--- config.mk ---
export PLATFORM = sky130hd
export DESIGN_NAME = b14_bus_arb
export DESIGN_NICKNAME = d
export VERILOG_FILES = /design/src/rtl/b14_bus_arb_pkg.sv /design/src/rtl/b14_bus_arb.sv
export SDC_FILE = /design/constraint.sdc
export NUM_CORES = 1
export LEC_CHECK = 0
export ABC_AREA = 1
export ABC_CLOCK_PERIOD_IN_PS = 1600
export CAP_MARGIN = 40
export CORE_ASPECT_RATIO = 1.25
export CORE_MARGIN = 2
export CORE_UTILIZATION = 38
export DETAILED_ROUTE_END_ITERATION = 7
export PLACE_DENSITY = 0.77
export SLEW_MARGIN = 20
export SYNTH_ARGS = -nofsm -noshare
export SYNTH_HDL_FRONTEND = slang
export SYNTH_SLANG_ARGS = --single-unit
export TNS_END_PERCENT = 100
--- constraint.sdc ---
create_clock -name clock -period 1.6 [get_ports clock]
set_clock_uncertainty 0.2 [all_clocks]
set_input_delay 0.24 -clock clock [delete_from_list [all_inputs] [get_ports clock]]
set_output_delay 0.24 -clock clock [all_outputs]
set_load 0.02 [all_outputs]
--- src/rtl/b14_bus_arb_pkg.sv ---
// Shared types and parameter defaults for the two-requester memory bus arbiter.
package b14_bus_arb_pkg;

  localparam int unsigned TIMEOUT_DEF = 15;
  localparam int unsigned ADDR_W_DEF  = 20;
  localparam int unsigned DATA_W_DEF  = 31;

  typedef enum logic [1:0] {
    ST_IDLE   = 2'd0,
    ST_ACCESS = 2'd1,
    ST_DONE   = 2'd2
  } state_e;

endpackage

--- src/rtl/b14_bus_arb.sv ---
// Round-robin arbiter giving two requesters access to one memory port, with a
// per-access ready timeout. Every output comes straight from a flop.
module b14_bus_arb
  import b14_bus_arb_pkg::*;
#(
  parameter int unsigned TIMEOUT = TIMEOUT_DEF,
  parameter int unsigned ADDR_W  = ADDR_W_DEF,
  parameter int unsigned DATA_W  = DATA_W_DEF
) (
  input  logic              clock,
  input  logic              reset,
  input  logic              rd0,
  input  logic              wr0,
  input  logic [ADDR_W-1:0] addr0,
  input  logic [DATA_W-1:0] wdata0,
  input  logic              rd1,
  input  logic              wr1,
  input  logic [ADDR_W-1:0] addr1,
  input  logic [DATA_W-1:0] wdata1,
  output logic              ack0,
  output logic              ack1,
  output logic              err0,
  output logic              err1,
  output logic [DATA_W-1:0] rdata0,
  output logic [DATA_W-1:0] rdata1,
  output logic [1:0]        gnt,
  output logic [ADDR_W-1:0] mem_addr,
  output logic [DATA_W-1:0] mem_wdata,
  output logic              mem_rd,
  output logic              mem_wr,
  input  logic [DATA_W-1:0] mem_rdata,
  input  logic              mem_ready
);

  localparam int unsigned     CNT_W    = $clog2(TIMEOUT + 1);
  localparam logic [CNT_W-1:0] CNT_LAST = CNT_W'(TIMEOUT - 1);

  state_e            state_q, state_d;
  logic [CNT_W-1:0]  cnt_q, cnt_d;
  logic              last_q, last_d;    // requester granted most recently
  logic              sel_q, sel_d;      // requester owning the current access
  logic              op_wr_q, op_wr_d;
  logic [ADDR_W-1:0] addr_q, addr_d;
  logic [DATA_W-1:0] wdata_q, wdata_d;
  logic [1:0]        gnt_q, gnt_d;
  logic              mem_rd_q, mem_rd_d;
  logic              mem_wr_q, mem_wr_d;
  logic              ack0_q, ack0_d, ack1_q, ack1_d;
  logic              err0_q, err0_d, err1_q, err1_d;
  logic [DATA_W-1:0] rdata0_q, rdata0_d, rdata1_q, rdata1_d;
  logic              pend0_c, pend1_c, pick_c;

  // Next-state and next-output logic: arbitrate in IDLE, wait for ready or timeout in ACCESS.
  always_comb begin
    state_d  = state_q;
    cnt_d    = cnt_q;
    last_d   = last_q;
    sel_d    = sel_q;
    op_wr_d  = op_wr_q;
    addr_d   = addr_q;
    wdata_d  = wdata_q;
    gnt_d    = gnt_q;
    mem_rd_d = mem_rd_q;
    mem_wr_d = mem_wr_q;
    ack0_d   = 1'b0;
    ack1_d   = 1'b0;
    err0_d   = 1'b0;
    err1_d   = 1'b0;
    rdata0_d = rdata0_q;
    rdata1_d = rdata1_q;
    pend0_c  = rd0 | wr0;
    pend1_c  = rd1 | wr1;
    pick_c   = (pend0_c & pend1_c) ? ~last_q : pend1_c;

    case (state_q)
      ST_IDLE: begin
        gnt_d = 2'b00;
        if (pend0_c | pend1_c) begin
          state_d  = ST_ACCESS;
          cnt_d    = '0;
          last_d   = pick_c;
          sel_d    = pick_c;
          op_wr_d  = pick_c ? wr1 : wr0;
          addr_d   = pick_c ? addr1 : addr0;
          wdata_d  = pick_c ? wdata1 : wdata0;
          gnt_d    = pick_c ? 2'b10 : 2'b01;
          mem_wr_d = op_wr_d;
          mem_rd_d = ~op_wr_d;
        end
      end
      ST_ACCESS: begin
        cnt_d = cnt_q + CNT_W'(1);
        if (mem_ready || (cnt_q == CNT_LAST)) begin
          state_d  = ST_DONE;
          cnt_d    = '0;
          mem_rd_d = 1'b0;
          mem_wr_d = 1'b0;
          ack0_d   = ~sel_q;
          ack1_d   = sel_q;
          err0_d   = ~mem_ready & ~sel_q;
          err1_d   = ~mem_ready & sel_q;
          if (!op_wr_q) begin
            if (sel_q) rdata1_d = mem_ready ? mem_rdata : '0;
            else       rdata0_d = mem_ready ? mem_rdata : '0;
          end
        end
      end
      ST_DONE: begin
        state_d = ST_IDLE;
        gnt_d   = 2'b00;
      end
      default: begin
        state_d  = ST_IDLE;
        gnt_d    = 2'b00;
        mem_rd_d = 1'b0;
        mem_wr_d = 1'b0;
      end
    endcase
  end

  // State and output registers with synchronous reset.
  always_ff @(posedge clock) begin
    if (reset) begin
      state_q  <= ST_IDLE;
      cnt_q    <= '0;
      last_q   <= 1'b1;
      sel_q    <= 1'b0;
      op_wr_q  <= 1'b0;
      addr_q   <= '0;
      wdata_q  <= '0;
      gnt_q    <= 2'b00;
      mem_rd_q <= 1'b0;
      mem_wr_q <= 1'b0;
      ack0_q   <= 1'b0;
      ack1_q   <= 1'b0;
      err0_q   <= 1'b0;
      err1_q   <= 1'b0;
      rdata0_q <= '0;
      rdata1_q <= '0;
    end else begin
      state_q  <= state_d;
      cnt_q    <= cnt_d;
      last_q   <= last_d;
      sel_q    <= sel_d;
      op_wr_q  <= op_wr_d;
      addr_q   <= addr_d;
      wdata_q  <= wdata_d;
      gnt_q    <= gnt_d;
      mem_rd_q <= mem_rd_d;
      mem_wr_q <= mem_wr_d;
      ack0_q   <= ack0_d;
      ack1_q   <= ack1_d;
      err0_q   <= err0_d;
      err1_q   <= err1_d;
      rdata0_q <= rdata0_d;
      rdata1_q <= rdata1_d;
    end
  end

  assign ack0      = ack0_q;
  assign ack1      = ack1_q;
  assign err0      = err0_q;
  assign err1      = err1_q;
  assign rdata0    = rdata0_q;
  assign rdata1    = rdata1_q;
  assign gnt       = gnt_q;
  assign mem_addr  = addr_q;
  assign mem_wdata = wdata_q;
  assign mem_rd    = mem_rd_q;
  assign mem_wr    = mem_wr_q;

endmodule

==> flow_metrics.tcl <==
set metrics [dict create \
    num_antenna_cells 0 \
    p_leak_nw 4.917 \
    worstPathCellList "inv_2, ha_4, nand3_4, nand2_4, buf_6, nand3_4, buf_6, o21ai_1, a21oi_1" \
    total_power_mw 10.21 \
    grt_pass1_wl_um 28260 \
    grtUsageMet1 0.2335 \
    wl_per_cell_um 14.28 \
    ios 261 \
    viasPerCell 4.740 \
    antenna_left 0 \
    syn_avg_cell_area_um2 6.726 \
    final_max_slew_viol_count 0 \
    max_clock_freq_mhz 570.6 \
    port_buffers 260 \
    drc 0 \
    slew_headroom 0.8031 \
    async_flop_share 0 \
    yosysWarnings 0 \
    outcome "finished with violations" \
    hold_path_end "last_q$_SDFFE_PP1P_" \
    synthFlopType "dfxtp_1" \
    worst_pin_slew_ns 0.2953 \
    clock-sinks 130 \
    timing.final.crit_share 1.095 \
    drtIter0Drc 449 \
    synth_edf_count 0 \
    cp_data_required_time_ns 1.69 \
    crit_type "flip-flop to flip-flop" \
    drive_gt1_frac 0.1275 \
    num_vias 6328 \
    core_um2 14950 \
    hold_start "reset" \
    start_util 0.3878 \
    p_per_area_nw_per_um2 1062 \
    grt_setup_unrepaired "yes" \
    r2r_setup_slack_ns -0.15 \
    syn_area_um2 5798 \
    cts_htree_levels 4 \
    grt_max_degree 51 \
    syn_nets 1004 \
    ys_seq_area_frac 0.4489 \
    gp_congestion 0.8142 \
    cts.path.max_buffers 2 \
    timing.rr.start "cnt_q[0]$_SDFFE_PP0P_" \
    maxCapViolations 0 \
    drt_wl_total_um 19070 \
    clk_latency_ns 0.41 \
    die_h_um 142.1 \
    setup_viol 50 \
    cp.arrival_ns 1.85 \
    min_period_ns 1.752 \
    met3_usage 0.08433 \
    final_cell_mix "216 x nand2_1, 138 x clkdlybuf4s50_1, 136 x inv_1, 127 x dfxtp_1" \
    dpl.hpwl_um 12870 \
    die-area_um2 16270 \
    ir_drop_v 0.0006252 \
    nFillCells 1349 \
    endpoint_kind "flip-flop" \
    yosys.cell_types.count 28 \
    grt_pass1_vias 5916 \
    crit_fanout 16 \
    gr-total-overflow 0 \
    num_rows 50 \
    grt_util_met2 0.3868 \
    layout_commonest_cell "nand2_1" \
    cp_slowest_cell "dfxtp_2" \
    hold_buffers 0 \
    finalHoldViolCount 0 \
    clkSlewWorstSetupHoldPaths_ns 0.06 \
    die_w_um 114.5 \
    synth_seq_cells 130 \
    setup_slack_ns -0.1524 \
    nets 1282 \
    final.setup.tns_ns -3.284 \
    worstSetupStartpointType "flip-flop" \
    hold_path_class "primary input to flip-flop" \
    crit_path_max_incr_delay_ns 0.32 \
    cts_tree "yes" \
    cts_root_buf "clkbuf_16" \
    synthesis.instances 862 \
    first_pass_iters 5 \
    cts_inserted_buffers 17 \
    synthToLayoutAreaGrowth_pct 65.88 \
    grt_busiest_layer "met2" \
    violations "setup timing" \
    rr_worst_depth 9 \
    hold_path_depth 3 \
    antenna_found_initial 1 \
    r2r-end "rdata0[27]$_SDFFE_PP0P_" \
    track_usage 0.2195 \
]
==> metal layers <==
| layer | part of all wire | wire length (um) |
|---|---|---|
| met4 | 0.033 | 626 |
| met1 | 0.38 | 7211 |
| met2 | 0.49 | 9342 |
| met3 | 0.098 | 1875 |
| met5 | 0.00063 | 12 |
==> per-stage QoR <==
stage | worst slack (ns) | util | hold WS, ns | cell area [um^2] | cells
after floorplan | 0.1028 | - | 0.2309 | 5798 | 862
after global placement | -0.2948 | 0.5857 | 0.2302 | 8757 | 1296
after detailed placement | -0.3154 | 0.5857 | 0.2330 | 8757 | 1296
after CTS | -0.09958 | 0.6301 | 0.03793 | 9422 | 1333
after global routing | -0.1905 | 0.6433 | 0.08496 | 9618 | 1335
final | -0.1524 | 0.6433 | 0.07060 | 9618 | 1335
==> cells in the mapped netlist, types with 4 or more instances <==
library cell,n,area [um^2]
nand2_1,216,810.8
inv_1,138,518.0
dfxtp_1,130,2603
nor2_1,111,416.7
a21oi_1,71,355.3
nand3_1,59,295.3
o21ai_1,40,200.2
buf_2,29,145.1
clkbuf_1,12,45.04
nand4_1,12,75.07
o21ai_0,12,60.06
buf_4,6,45.04
buf_6,4,45.04
inv_2,4,15.01
==> critical path, delay by kind of cell, from the launching register on <==
kind                       cells  cell delay (ns)
buffers and inverters          3             0.39
DFF                            1             0.32
adders and majority gates      1             0.14
and+or+nand+nor                3             0.33
AOI/OAI and AO/OA              2             0.25
==> worst max path at each step <==
stage          cells after the start             startpoint                       to  slack (ns)
5_1_grt                            9  cnt_q[0]$_SDFFE_PP0P_  rdata0[27]$_SDFFE_PP0P_       -0.19
2_1_floorplan                      8  cnt_q[0]$_SDFFE_PP0P_  rdata1[14]$_SDFFE_PP0P_        0.10
3_3_place_gp                       8              mem_ready  rdata0[30]$_SDFFE_PP0P_       -0.29
3_5_place_dp                       8              mem_ready  rdata0[30]$_SDFFE_PP0P_       -0.32
6_report                           9  cnt_q[0]$_SDFFE_PP0P_  rdata0[27]$_SDFFE_PP0P_       -0.15
4_1_cts                            9  cnt_q[0]$_SDFFE_PP0P_   rdata0[9]$_SDFFE_PP0P_        -0.1
==> what timing repair did <==
action	in CTS	in global routing
endpoints found under the hold margin	0	0
buffers inserted	2	3
endpoints found under the setup margin	186	70
resized for setup	151	59
gates cloned	3	0
pin swaps	7	6
==> sequential cells by signal (all words and copies together) (netlist names) <==
name / count
mem_wdata: 31
rdata0: 31
rdata1: 31
mem_addr: 20
cnt_q: 4
gnt: 2
state_q: 2
ack0: 1
ack1: 1
err0: 1
err1: 1
last_q: 1
mem_rd: 1
mem_wr: 1
op_wr_q: 1
sel_q: 1
==> kinds of logic after synthesis <==
kind of cell,Yosys count,share of synthesized area
AOI/OAI and AO/OA,123,0.1062
xor gates and xnor gates,2,0.003022
and+or+nand+nor,410,0.2956
DFF,130,0.4489
adders and majority gates,2,0.004315
buffers and inverters,195,0.1420
==> layout make-up <==
| cell class | instances | area (um^2) | share of cell area |
|---|---|---|---|
| timing repair buffer | 311 | 3019 | 0.3139 |
| sequential | 130 | 2606 | 0.2710 |
| multi-input combinational | 537 | 2604 | 0.2707 |
| inverter | 143 | 539.3 | 0.05607 |
| clock buffer | 17 | 425.4 | 0.04423 |
| tap | 182 | 227.7 | 0.02368 |
| clock inverter | 15 | 196.4 | 0.02042 |
==> power breakdown <==
| part | switching (mW) | internal [mW] | total (mW) |
|---|---|---|---|
| logic | 1.35 | 1.07 | 2.42 |
| registers | 0.141 | 3.51 | 3.65 |
| clock network | 1.64 | 2.50 | 4.14 |
| total | 3.13 | 7.08 | 10.2 |
Note: power is estimated with default switching activity, not from simulation.
